`config.mk`:
```
export PLATFORM = sky130hd
export DESIGN_NAME = matvec_seq_ctrl_flat
export DESIGN_NICKNAME = d
export VERILOG_FILES = /design/src/rtl/matvec_pkg.sv /design/src/rtl/matvec_seq_ctrl_if.sv /design/src/rtl/matvec_mac.sv /design/src/rtl/matvec_seq_ctrl.sv /design/src/flat_wrapper.sv
export SDC_FILE = /design/constraint.sdc
export NUM_CORES = 1
export LEC_CHECK = 0
export BUFFER_PORTS_ARGS = -buffer_cell sky130_fd_sc_hd__buf_2
export CORE_MARGIN = 2
export CORE_UTILIZATION = 57
export CTS_CLUSTER_SIZE = 40
export DETAILED_ROUTE_END_ITERATION = 10
export PLACE_DENSITY = 0.76
export SETUP_SLACK_MARGIN = 0.02
export SLEW_MARGIN = 20
export SYNTH_ARGS = -nofsm -noshare
export SYNTH_HDL_FRONTEND = slang
export SYNTH_HIERARCHICAL = 1
export SYNTH_SLANG_ARGS = --single-unit
export TNS_END_PERCENT = 100
```
`constraint.sdc`:
```
create_clock -name clk -period 8.7 [get_ports clk]
set_input_delay 0.87 -clock clk [delete_from_list [all_inputs] [get_ports clk]]
set_output_delay 0.87 -clock clk [all_outputs]
set_load 0.02 [all_outputs]
```
`src/rtl/matvec_pkg.sv`:
```
// Shared parameters, FSM state type and saturation helpers for the
// time-multiplexed int8 matrix-vector sequencer.
package matvec_pkg;

  localparam int N     = 64;
  localparam int DW    = 8;
  localparam int ACC_W = 22;
  localparam int AW    = 12;
  localparam int CW    = $clog2(N);

  localparam logic signed [ACC_W-1:0] SMAX = ACC_W'((1 << (DW - 1)) - 1);
  localparam logic signed [ACC_W-1:0] SMIN = ~SMAX;

  typedef enum logic [1:0] {
    LOAD  = 2'd0,
    ISSUE = 2'd1,
    DRAIN = 2'd2,
    OUT   = 2'd3
  } state_t;

  function automatic logic is_sat(input logic signed [ACC_W-1:0] v);
    return (v > SMAX) || (v < SMIN);
  endfunction

  function automatic logic signed [DW-1:0] sat_to_dw(input logic signed [ACC_W-1:0] v);
    if (v > SMAX)
      return {1'b0, {(DW-1){1'b1}}};
    else if (v < SMIN)
      return {1'b1, {(DW-1){1'b0}}};
    else
      return v[DW-1:0];
  endfunction

endpackage

```
`src/rtl/matvec_seq_ctrl_if.sv`:
```
// Input stream, weight-RAM read port and result stream of the sequencer.
// The slave modport is the controller's view, master is the surrounding system.
interface matvec_seq_ctrl_if;
  import matvec_pkg::*;

  logic                 in_valid;
  logic                 in_ready;
  logic signed [DW-1:0] in_data;
  logic                 w_rd_en;
  logic [AW-1:0]        w_addr;
  logic signed [DW-1:0] w_rdata;
  logic                 out_valid;
  logic                 out_ready;
  logic signed [DW-1:0] out_data;
  logic                 out_last;

  modport slave (
    input  in_valid, in_data, w_rdata, out_ready,
    output in_ready, w_rd_en, w_addr, out_valid, out_data, out_last
  );

  modport master (
    output in_valid, in_data, w_rdata, out_ready,
    input  in_ready, w_rd_en, w_addr, out_valid, out_data, out_last
  );

endinterface

```
`src/rtl/matvec_mac.sv`:
```
// Signed DW x DW multiply-accumulate; sum_nxt is the accumulator plus the
// current product so the final column can be folded in without a write-back.
module matvec_mac
  import matvec_pkg::*;
(
  input  logic                    clk,
  input  logic                    rstn,
  input  logic                    clr,
  input  logic                    en,
  input  logic signed [DW-1:0]    a,
  input  logic signed [DW-1:0]    b,
  output logic signed [ACC_W-1:0] sum_nxt
);

  logic signed [2*DW-1:0]  a_x, b_x, prod;
  logic signed [ACC_W-1:0] acc;

  assign a_x     = {{DW{a[DW-1]}}, a};
  assign b_x     = {{DW{b[DW-1]}}, b};
  assign prod    = a_x * b_x;
  assign sum_nxt = acc + {{(ACC_W-2*DW){prod[2*DW-1]}}, prod};

  always_ff @(posedge clk or negedge rstn) begin
    if (!rstn)
      acc <= '0;
    else if (clr)
      acc <= '0;
    else if (en)
      acc <= sum_nxt;
  end

endmodule

```
`src/rtl/matvec_seq_ctrl.sv`:
```
// Sequencer: loads a vector, walks weight rows through one MAC, streams
// saturated row sums. Define MATVEC_SAT_CNT_EN to add the sat_cnt port.
//
// state | meaning
// LOAD  | accept input elements into vbuf
// ISSUE | one weight read per cycle for the current row
// DRAIN | fold last product, saturate, present result
// OUT   | hold result until downstream handshake
module matvec_seq_ctrl
  import matvec_pkg::*;
(
  input  logic              clk,
  input  logic              rstn,
  matvec_seq_ctrl_if.slave  bus,
  output logic              busy
`ifdef MATVEC_SAT_CNT_EN
  ,
  output logic [CW:0]       sat_cnt
`endif
);

  state_t                  state, state_nxt;
  logic [CW-1:0]           load_cnt, row, col, col_d;
  logic                    rd_pend;
  logic signed [DW-1:0]    vbuf [N];
  logic signed [ACC_W-1:0] sum_nxt;
  logic                    in_fire, out_fire;

  assign in_fire      = bus.in_valid && (state == LOAD);
  assign out_fire     = bus.out_valid && bus.out_ready;
  assign bus.in_ready = (state == LOAD);
  assign bus.w_addr   = {row, col};
  assign busy         = (state != LOAD);

  always_ff @(posedge clk or negedge rstn) begin
    if (!rstn)
      state <= LOAD;
    else
      state <= state_nxt;
  end

  always_comb begin
    state_nxt   = state;
    bus.w_rd_en = 1'b0;
    case (state)
      LOAD:  if (in_fire && load_cnt == CW'(N-1)) state_nxt = ISSUE;
      ISSUE: begin
        bus.w_rd_en = 1'b1;
        if (col == CW'(N-1)) state_nxt = DRAIN;
      end
      DRAIN: state_nxt = OUT;
      OUT:   if (out_fire) state_nxt = (row == CW'(N-1)) ? LOAD : ISSUE;
      default: state_nxt = LOAD;
    endcase
  end

  // Vector storage is indexed by load_cnt, which reset clears, so no reset needed.
  always_ff @(posedge clk) begin
    if (in_fire)
      vbuf[load_cnt] <= bus.in_data;
  end

  always_ff @(posedge clk or negedge rstn) begin
    if (!rstn) begin
      load_cnt      <= '0;
      row           <= '0;
      col           <= '0;
      col_d         <= '0;
      rd_pend       <= 1'b0;
      bus.out_valid <= 1'b0;
      bus.out_data  <= '0;
      bus.out_last  <= 1'b0;
    end else begin
      col_d   <= col;
      rd_pend <= (state == ISSUE);
      case (state)
        LOAD: if (in_fire) begin
          load_cnt <= load_cnt + CW'(1);
          if (load_cnt == CW'(N-1)) begin
            row <= '0;
            col <= '0;
          end
        end
        ISSUE: col <= col + CW'(1);
        DRAIN: begin
          bus.out_data  <= sat_to_dw(sum_nxt);
          bus.out_valid <= 1'b1;
          bus.out_last  <= (row == CW'(N-1));
        end
        OUT: if (out_fire) begin
          bus.out_valid <= 1'b0;
          bus.out_last  <= 1'b0;
          if (row == CW'(N-1)) begin
            load_cnt <= '0;
          end else begin
            row <= row + CW'(1);
            col <= '0;
          end
        end
        default: ;
      endcase
    end
  end

  // The first ISSUE cycle of a row has no read in flight, so rd_pend gates it.
  matvec_mac u_mac (
    .clk     (clk),
    .rstn    (rstn),
    .clr     (state == DRAIN),
    .en      ((state == ISSUE) && rd_pend),
    .a       (bus.w_rdata),
    .b       (vbuf[col_d]),
    .sum_nxt (sum_nxt)
  );

`ifdef MATVEC_SAT_CNT_EN
  always_ff @(posedge clk or negedge rstn) begin
    if (!rstn)
      sat_cnt <= '0;
    else if (in_fire && load_cnt == '0)
      sat_cnt <= '0;
    else if (state == DRAIN && is_sat(sum_nxt))
      sat_cnt <= sat_cnt + (CW+1)'(1);
  end
`endif

endmodule

```
`src/flat_wrapper.sv`:
```
// flat-port wrapper written by rule: the top's interface ports become plain ports
module matvec_seq_ctrl_flat import matvec_pkg::*;
  (clk, rstn, busy, bus_in_valid, bus_in_data, bus_w_rdata, bus_out_ready, bus_in_ready, bus_w_rd_en, bus_w_addr, bus_out_valid, bus_out_data, bus_out_last);
  matvec_seq_ctrl_if bus_i ();
  input  logic clk;
  input  logic rstn;
  output logic busy;
  input wire logic [$bits(bus_i.in_valid)-1:0] bus_in_valid;
  input wire logic [$bits(bus_i.in_data)-1:0] bus_in_data;
  input wire logic [$bits(bus_i.w_rdata)-1:0] bus_w_rdata;
  input wire logic [$bits(bus_i.out_ready)-1:0] bus_out_ready;
  output wire logic [$bits(bus_i.in_ready)-1:0] bus_in_ready;
  output wire logic [$bits(bus_i.w_rd_en)-1:0] bus_w_rd_en;
  output wire logic [$bits(bus_i.w_addr)-1:0] bus_w_addr;
  output wire logic [$bits(bus_i.out_valid)-1:0] bus_out_valid;
  output wire logic [$bits(bus_i.out_data)-1:0] bus_out_data;
  output wire logic [$bits(bus_i.out_last)-1:0] bus_out_last;
  assign bus_i.in_valid = bus_in_valid;
  assign bus_i.in_data = bus_in_data;
  assign bus_i.w_rdata = bus_w_rdata;
  assign bus_i.out_ready = bus_out_ready;
  assign bus_in_ready = bus_i.in_ready;
  assign bus_w_rd_en = bus_i.w_rd_en;
  assign bus_w_addr = bus_i.w_addr;
  assign bus_out_valid = bus_i.out_valid;
  assign bus_out_data = bus_i.out_data;
  assign bus_out_last = bus_i.out_last;
  matvec_seq_ctrl u_core (.clk(clk), .rstn(rstn), .bus(bus_i), .busy(busy));
endmodule
```
Yosys cells after proc, flatten, opt, wreduce, memory -nomap -nowiden
Memories as Yosys holds them, arrays and structs flattened.
Cells that the tools add are included.
- memories: 1
- flip-flop bits (word level): 59
- word-level logic and storage cells: 73
- bits in latches: 0
- RAM bits: 512
- input port bits: 20
- output and inout bits: 25
- memory bits (read-only): 0
- memory list (memory ; depth ; bits a word ; rd ports ; clocked after Yosys merged registers in ; write ports ; RTL line ; source):
    u_core.vbuf ; 64 ; 8 ; 1 ; 0 ; 1 ; matvec_seq_ctrl.sv:25 ; logic signed [DW-1:0] vbuf [N];
- reduce and logical (&&, ||, !) cells: 15
- order comparisons: 2
- bitwise logic cells: 0
- $mul: 1
- $add $sub $neg: 4
- equality and inequality tests: 13
- shift-type cells: 0
- divide/modulo/power cells: 0
- multiplexer cells: 27
- operators by type and width (operator ; count):
    $mux W6 ; 9
    $mux W22 ; 2
    $pmux W6 S2 ; 2
    $add A22 B22 Y22 ; 1
    $gt A22 B8 Y1 const B ; 1
    $lt A22 B8 Y1 const B ; 1
    $add A6 B1 Y6 const B ; 3
    $eq A6 B6 Y1 const B ; 3
    $pmux W6 S3 ; 1
    $mul A8 B8 Y16 ; 1
    $mux W8 ; 2
    $ne A2 B1 Y1 const B ; 6
    $reduce_and A5 Y1 ; 2
    $pmux W2 S4 ; 1
    $reduce_bool A2 Y1 ; 4
    $mux W2 ; 3
    $mux W1 ; 5
    $eq A2 B2 Y1 const B ; 2
    $logic_and A1 B1 Y1 ; 4
    $pmux W1 S2 ; 2
    $reduce_and A4 Y1 ; 1
    $reduce_and A3 Y1 ; 1
    $reduce_bool A3 Y1 ; 1
    $eq A2 B1 Y1 const B ; 1
    other kinds (3) ; 3

Logic depth before layout (Yosys ltp)
Gate-level depths: netlist of the first run.
An unclocked memory read counts as a cell.
- word-level depth: 6
- gate-level depth with buffers: 37
- gate-level depth less buffers: 34

By module
Netlist of the first run, hierarchy kept.
- modules (own cells, without submodules) (module ; instances ; sequential area each (um^2) ; cells each ; area an instance (um^2)):
    matvec_seq_ctrl ; 1 ; 16300.6 ; 1118 ; 21708.3
    matvec_mac ; 1 ; 550.5 ; 536 ; 4620.7

Worst setup path before layout of the first run
Ideal clock, no wire load.
- kind: reg2reg
- start point: reg u_core.col_d[0]
- end point: reg u_core.bus.out_data[7]
- period minus slack after synthesis: 8181 ps
- arrival time: 8060 ps
- stages on the path, launching flop included: 36
- slack: 519 ps
- required time: 8579 ps
- buffers on the path: 3
- setup time: 121 ps
- path through: dfrtp_1 > buf_6 > buf_6 > buf_4 > mux4_2 > a22oi_1 > nand3_1 > nand4_1 > o31ai_1 > and2_1 > fa_1 > inv_1 > fa_1 > inv_1 > fa_1 > inv_1 > fa_1 > inv_1 > ha_1 > nand4_1 > nor2_1 > a2111oi_0 > o21a_2 > xor2_1 > ha_1 > nand2_1 > nor2_1 > and4_1 > o211ai_1 > a21boi_0 > a21o_1 > xor2_1 > nand2_1 > o41ai_1 > nand2_1 > o22a_1
- cells in the longest elaborated chain, start to end: 6
- elaborated cells between the ends (all ways): 7
- those cells by class: 1 x add/sub; 1 x mul; 2 x order compare; 2 x mux; 1 x memory
- RTL lines (item ; RTL line ; source):
    start: declaration ; matvec_seq_ctrl.sv:23 ; logic [CW-1:0] load_cnt, row, col, col_d;
    start signal: assignment ; matvec_seq_ctrl.sv:74 ; col_d <= col;
    $mem_v2 Z64 W8 (*) ; -- ;
    $mul A8 B8 Y16 (*) ; matvec_mac.sv:20 ; assign prod = a_x * b_x;
    $add A22 B22 Y22 (*) ; matvec_mac.sv:21 ; assign sum_nxt = acc + {{(ACC_W-2*DW){prod[2*DW-1]}}, prod};
    named net u_core.sum_nxt[20] ; matvec_seq_ctrl.sv:26 ; logic signed [ACC_W-1:0] sum_nxt;
    $lt A22 B8 Y1 ; matvec_pkg.sv:28 ; else if (v < SMIN)
    $mux W8 ; matvec_pkg.sv:28 ;
    $mux W8 (*) ; matvec_pkg.sv:26 ; if (v > SMAX)
    end signal: assignment ; matvec_seq_ctrl.sv:86 ; bus.out_data <= sat_to_dw(sum_nxt);
    end: declaration ; matvec_seq_ctrl_if.sv:19 ; output in_ready, w_rd_en, w_addr, out_valid, out_data, out_last
The timed path passes the listed nets; every way through them passes the cells marked *.
A chain may end at the register's enable or synchronous reset.

Final worst setup path of the first run
Ends and elaborated chain as after synthesis.

==> results_dict.tcl, run 1 <==
set metrics [dict create \
    outcome "finished clean" \
    finalSetupViolCount 0 \
    crit_type "reg2reg" \
    core_um2 45500 \
    muxShareOfSynthArea 0.120 \
    cts_buffers 54 \
    dieArea_um2 47900 \
    cp.required_ns 9.21 \
    ant_nets 0 \
    grt_pass1_wl_um 91900 \
    start_util 0.579 \
    drcViolationCount 0 \
    grt_use_met3 0.0455 \
    post-route-period-util 0.968 \
    dr.pass1.iters 6 \
    overflow 0 \
    fin_crit_ns 8.42 \
    arrival_ns 8.94 \
    cellPowerDensity_nw_per_um2 265 \
    cts_root_buffer "clkbuf_16" \
    synth-edff-count 512 \
    gr-usage-all-layers 0.259 \
    crit_slowest_cell "fa_1" \
    via_count 15700 \
    synth_xor_xnor_area_share 0.0122 \
    startpoint_type "flip-flop" \
    ys_seq_area_frac 0.640 \
    cts.sinks 571 \
    place_congestion 0.902 \
    drive_above_1_share 0.260 \
    io_buffers 44 \
    area_growth_pct 15.4 \
    dieWidth_um 219 \
    ir_drop_mv 0.544 \
    cts_tree "built" \
    wl_per_cell_um 25.9 \
    drt_iter0_drc 1799 \
    n_antenna_cell 0 \
    max_cap_viol_count 0 \
    worstSetupEndpointType "flip-flop" \
    synth-adder-area-share 0.0701 \
    relSlewSlack 0.346 \
    ys_seq_elements 571 \
    fin_skew_ns 0.0445 \
    hpwl_um 38700 \
    rr_worst_depth 37 \
    holdBufCountCts 0 \
    grt_start_max_net_pins 65 \
    crit_path_max_fanout 8 \
    ys_async_sr_fraction 0.103 \
    yosys.cell_types.count 77 \
    rr_endpoint "u_core/bus.out_data[7]" \
    antenna_found_initial 0 \
    grt_pass1_vias 15400 \
    synth-simple-area-share 0.0722 \
    insertion_delay_ns 0.62 \
    die_h_um 219 \
    r2r_setup_slack_ns 0.28 \
    maxSlewViolCount 0 \
    netlist_area_um2 26300 \
    clk_pin_slew_ns 0.07 \
    synth_compound_area_frac 0.0567 \
    synth_area_per_cell_um2 15.9 \
    timing.rr.start "u_core/col_d[0]" \
    max_clock_freq_mhz 119 \
    grt-busiest-layer "met2" \
    clock_path_buffers 3 \
    final_util 0.668 \
    hold_slack_ns 0.421 \
    io_pins 45 \
    hp-class "in2async" \
    ctsHtreeMaxLevel 2 \
    p_leak_nw 10.7 \
    netlist_instances 1654 \
    wirelength_um 63600 \
    post_drt_via_cell_ratio 6.37 \
    synth_nets 1788 \
    hold_viol 0 \
    synth_top_family_by_area "multiplexers" \
    finalPower_mw 8.07 \
    n_fill_cell 2954 \
    met2_usage 0.422 \
    yosys_warnings 6 \
    fp-row-count 78 \
    synthFlopType "edfxtp_1" \
    final_net_count 1950 \
    tightest_slew_ns 0.977 \
    crit_path_max_incr_delay_ns 0.53 \
    use_met1 0.351 \
]
## flip-flops by register name, indices dropped and copies added, names as in the netlist, 2 cells and up
name and count:
u_core/row 6, u_core/vbuf 512, u_core/load_cnt 6, u_core/bus.out_data 8, u_core/u_mac/acc 22, u_core/col 6, u_core/col_d 6, u_core/state 2
## worst max-delay path by stage
stage,start,to,slack (ns)
CTS,u_core/col_d[0],u_core/bus.out_data[1],0.02
global placement,u_core/col_d[0],u_core/bus.out_data[0],-0.09
global route,u_core/col_d[0],u_core/bus.out_data[3],-0.14
detailed placement,u_core/col_d[4],u_core/bus.out_data[1],-0.11
floorplan,u_core/col_d[0],u_core/bus.out_data[7],0.52
finish,u_core/col_d[0],u_core/bus.out_data[7],0.28
## critical path, delay by kind of cell, from the launching register on
kind | cells | cell delay [ns]
fa+ha+maj | 6 | 2.67
xor+xnor | 1 | 0.13
compound gates | 10 | 1.90
flops | 1 | 0.51
buf+inv | 10 | 1.17
simple gates | 8 | 1.26
mux | 2 | 0.66
## kinds of logic (layout without fill, tap and decap cells)
group                      Yosys count  in the layout
and+or+nand+nor                    393            393
AOI/OAI and AO/OA                  210            210
DFF                                571            571
muxes                              160            160
adders and majority gates          114            114
buffers and inverters              171            375
xor gates and xnor gates            35             35
## what timing repair did
item | in CTS | in global routing
endpoints found under the setup margin | 8 | 8
pin swaps | 0 | 40
gates resized for setup | 9 | 106
setup buffers | 1 | 52
gates cloned | 0 | 6
## layer usage
| metal | part of all wire | vias to the layer above | routed length (µm) |
|---|---|---|---|
| li1 | - | 6666 | - |
| met2 | 0.49 | 853 | 31400 |
| met1 | 0.38 | 8002 | 24300 |
| met5 | 0 | - | 0 |
| met4 | 0.038 | 0 | 2390 |
| met3 | 0.087 | 147 | 5530 |
## power by group
part | switching, mW | leakage, nW | internal [mW]
sequential | 0.0385 | 5.32 | 3.06
combinational | 1.51 | 4.53 | 1.20
clock | 1.04 | 0.816 | 1.21
total | 2.59 | 10.7 | 5.48
## through the flow
step	instance area [µm²]	TNS, ns	setup WS [ns]	std cells
CTS	29300	0	0.0175	2400
finish	30400	0	0.276	2458
global placement	27600	-0.594	-0.0853	2301
global route	30400	-0.981	-0.138	2458
detailed placement	27600	-0.723	-0.108	2301
floorplan	26300	0	0.519	1654
## area by class of cell
class	instances	area [µm²]	area share
tap	600	751	0.0247
multi-input combinational	912	9180	0.302
clock inverter	33	293	0.00963
clock buffer	65	1390	0.0458
inverter	108	409	0.0135
sequential	571	16900	0.555
timing repair buffer	169	1510	0.0496
## cells in the final DEF, fill, tap and decap left out, types with 16 or more instances in the layout
cell type / netlist / layout
a21oi_1: 29 / 23
and2_1: 47 / 41
buf_2: 18 / 41
buf_4: 10 / 99
clkbuf_16: 0 / 59
dfrtp_1: 59 / 55
edfxtp_1: 512 / 512
fa_1: 56 / 55
ha_1: 58 / 51
inv_1: 107 / 105
mux4_2: 123 / 123
nand2_1: 75 / 72
nand3_1: 28 / 26
nand4_1: 16 / 16
nor2_1: 144 / 142
o21ai_0: 31 / 25
xnor2_1: 18 / 17
## synth_stat cells (all sizes together) (9+ instances only)
cell type,n,area [µm²]
a21oi,29,145
a211oi,15,118
a22oi,13,97.6
nand2,75,282
nand4,16,100
xor2,16,140
inv,107,402
a22o,9,78.8
nand3,29,150
a21o,12,90.1
and2,48,302
mux2i,22,220
nand3b,10,75.1
nand2b,14,87.6
fa,56,1120
nor2,144,541
o22ai,14,87.6
edfxtp,512,15400
a31oi,9,56.3
xnor2,18,158
nor2b,16,100
clkbuf,23,88.8
o21ai,35,179
buf,40,263
mux2,15,169
dfrtp,59,1480
mux4,123,2770
ha,58,726
and3,9,56.3
(Power assumes the default switching activity.)
==> run 2, diff against run 1 <==
--- a/config.mk
+++ b/config.mk
@@ -15,6 +15,5 @@
 export SLEW_MARGIN = 20
 export SYNTH_ARGS = -nofsm -noshare
 export SYNTH_HDL_FRONTEND = slang
-export SYNTH_HIERARCHICAL = 1
 export SYNTH_SLANG_ARGS = --single-unit
 export TNS_END_PERCENT = 100
==> run 2 against run 1 <==
The run now ends with negative setup slack left. Count of clock-buffer cells in the layout decreased by 3. Sequential share of layout area grew 0.14 points. Global-route usage shrank 0.80 points. Register-to-register slack worse by 0.42 ns. Area after synthesis fell by 1.3%. Clock skew decreased by 0.013 ns. Final cell count fell by 5.9%. Hold slack got worse by 0.22 ns. Core utilization up 0.25 points. First-iteration DRC count is 16% lower. Critical endpoint is now u_core.bus.out_data[1]. Largest cell class unchanged.
==> results_dict.tcl, run 2 <==
set metrics [dict create \
    crit_path_max_incr_delay_ns 0.62 \
    use_met1 0.334 \
    violations "negative setup slack" \
    regMostFlops "u_core.vbuf" \
    crit_path_max_fanout 5 \
    holdBufCountCts 0 \
    dpl.cell_count 2147 \
    ys_seq_elements 571 \
    grt_start_max_net_pins 65 \
    area_growth_pct 16.6 \
    grt_pass1_vias 14300 \
    netlist_instances 1510 \
    die_h_um 218 \
    hold_viol 0 \
    timing.rr.start "u_core.col_d[0]" \
    dr.pass1.iters 7 \
    relSlewSlack 0.293 \
    grt_pass1_wl_um 87400 \
    final_net_count 1808 \
    max_cap_viol_count 0 \
    drive_above_1_share 0.292 \
    io_buffers 44 \
    start_util 0.575 \
    ant_nets 0 \
    synthTopCellsByArea "edfxtp_1 59%, mux4_2 14%, dfrtp_1 5.7%, fa_1 4.3%, ha_1 2.8%" \
    synth_nets 1645 \
    synth_most_common_cell "edfxtp_1" \
    synth_top_area_frac 0.592 \
    clk_pin_slew_ns 0.07 \
    via_count 14600 \
    cts_tree "built" \
    io_pins 45 \
    dieWidth_um 218 \
    finalSetupViolCount 7 \
    antenna_found_initial 5 \
    post-route-period-util 1.02 \
    wirelength_um 61100 \
    layout_common_cells "512 x edfxtp_1, 167 x mux4_2, 110 x nor2_1" \
    fp-row-count 78 \
    cts_buffers 56 \
    yosys.cell_types.count 61 \
    dieArea_um2 47300 \
    outcome "finished, violations left" \
    tightest_slew_ns 1.06 \
    clock_path_buffers 3 \
    synth_area_per_cell_um2 17.2 \
    layout_commonest_cell "edfxtp_1" \
    netlist_area_um2 26000 \
    startpoint "u_core.col_d[0]" \
    dpl-instance-area_um2 27200 \
    cts.sinks 571 \
    crit_type "reg2reg" \
    arrival_ns 9.34 \
    yosys-top-cells-count "512 x edfxtp_1, 167 x mux4_2, 114 x nor2_1" \
    worstSetupEndpointType "flip-flop" \
    overflow 0 \
    yosys_warnings 0 \
    fin_crit_ns 8.84 \
    gr-usage-all-layers 0.251 \
    n_antenna_cell 0 \
    fin_skew_ns 0.0318 \
    largest_reg_flops 512 \
    max_clock_freq_mhz 113 \
    hold_slack_ns 0.201 \
    maxSlewViolCount 0 \
    grt-busiest-layer "met2" \
    crit_path_frequent_cell "fa_1" \
    crit_slowest_cell "mux4_2" \
    fin_cells 2314 \
    drcViolationCount 0 \
    n_fill_cell 2874 \
    hp-class "in2async" \
    rsz0062_at_grt "true" \
    drt_iter0_drc 1516 \
    wl_per_cell_um 26.4 \
    synthFlopType "edfxtp_1" \
    reg_top3 "u_core.vbuf: 512 flops, u_core.u_mac.acc: 22 flops, u_core.bus.out_data: 8 flops" \
    post_drt_via_cell_ratio 6.33 \
    ys_seq_area_frac 0.648 \
    cp.required_ns 9.19 \
    cts_root_buffer "clkbuf_16" \
    grt_use_met3 0.0469 \
    netlist.top_cell.by_area "edfxtp_1" \
    insertion_delay_ns 0.62 \
    synth-edff-count 512 \
    core_um2 45200 \
    fin_tns_setup_ns -0.845 \
    ctsHtreeMaxLevel 2 \
    startpoint_type "flip-flop" \
    design_area_um2 30300 \
    hpwl_um 35500 \
    met2_usage 0.414 \
    place_congestion 0.895 \
    ys_async_sr_fraction 0.103 \
    fin_ws_ns -0.144 \
]
## run 2: changes by cell type after synthesis, moves of 11 or more
| cell | before | now |
|---|---|---|
| nand4_1 | 16 | 5 |
| mux2_2 | 15 | 3 |
| nor2b_1 | 16 | 4 |
| mux4_2 | 123 | 167 |
| inv_1 | 107 | 91 |
| a211oi_1 | 14 | 3 |
| nor2_1 | 144 | 114 |
| o22ai_1 | 14 | 1 |
| mux2i_1 | 22 | 4 |
| clkbuf_1 | 21 | 34 |
## run 2: layout make-up
type	instances	area, µm²	share of cell area
flip-flops and latches	571	16900	0.556
multi-input cells	788	8970	0.296
repair buffers	163	1540	0.0507
clock buffers	62	1420	0.0470
well taps	600	751	0.0248
clock inverters	37	423	0.0140
inverters	93	352	0.0116
## run 2: repair_timing
item	4_1_cts	5_1_grt
pin swaps	3	63
buffers inserted	3	60
setup endpoints to repair	7	10
gates cloned	0	5
resized for setup	6	114
## run 2: per-layer routing
metal / vias to the layer above / wire length, µm
met5: - / 52
met4: 8 / 2550
met3: 168 / 4760
met2: 792 / 31200
met1: 7513 / 22600
li1: 6168 / -
## run 2: worst paths after layout
kind,cells past startpoint,to,slack (ns)
min,1,u_core.u_mac.acc[1],0.20
min reg2reg,0,u_core.col_d[1],0.49
max,31,u_core.bus.out_data[1],-0.14
max in group asynchronous,2,u_core.col_d[1],7.55
max reg2reg,31,u_core.bus.out_data[1],-0.14
min in group clk,2,u_core.bus.out_valid,0.46
## run 2: critical path, delay by kind of cell, from the launching register on
family                     cells  cell delay (ns)
adders and majority gates      6             2.64
muxes                          3             1.61
DFF                            1             0.54
and+or+nand+nor                5             0.77
AOI/OAI and AO/OA              7             1.51
buffers and inverters          8             1.03
xor gates and xnor gates       2             0.61
## run 2: metrics by stage
stage,utilization,setup WS [ns]
final,0.671,-0.144
after global placement,0.603,0.134
after CTS,0.644,0.00440
after global routing,0.671,-0.424
after detailed placement,0.603,-0.0499
after floorplan,-,0.0918
## run 2: kinds of logic after synthesis
logic type               after synthesis  share of synthesized area
flip-flops                           571                      0.648
AND/OR/NAND/NOR                      311                     0.0569
multiplexers                         174                      0.148
buffers and inverters                151                     0.0240
AO/OA/AOI/OAI                        147                     0.0371
adder cells (fa/ha/maj)              115                     0.0715
XOR/XNOR                              41                     0.0144
Power of run 2 is not shown: default switching activity piles up to over one toggle a cycle in this logic, so the estimate is an artifact.
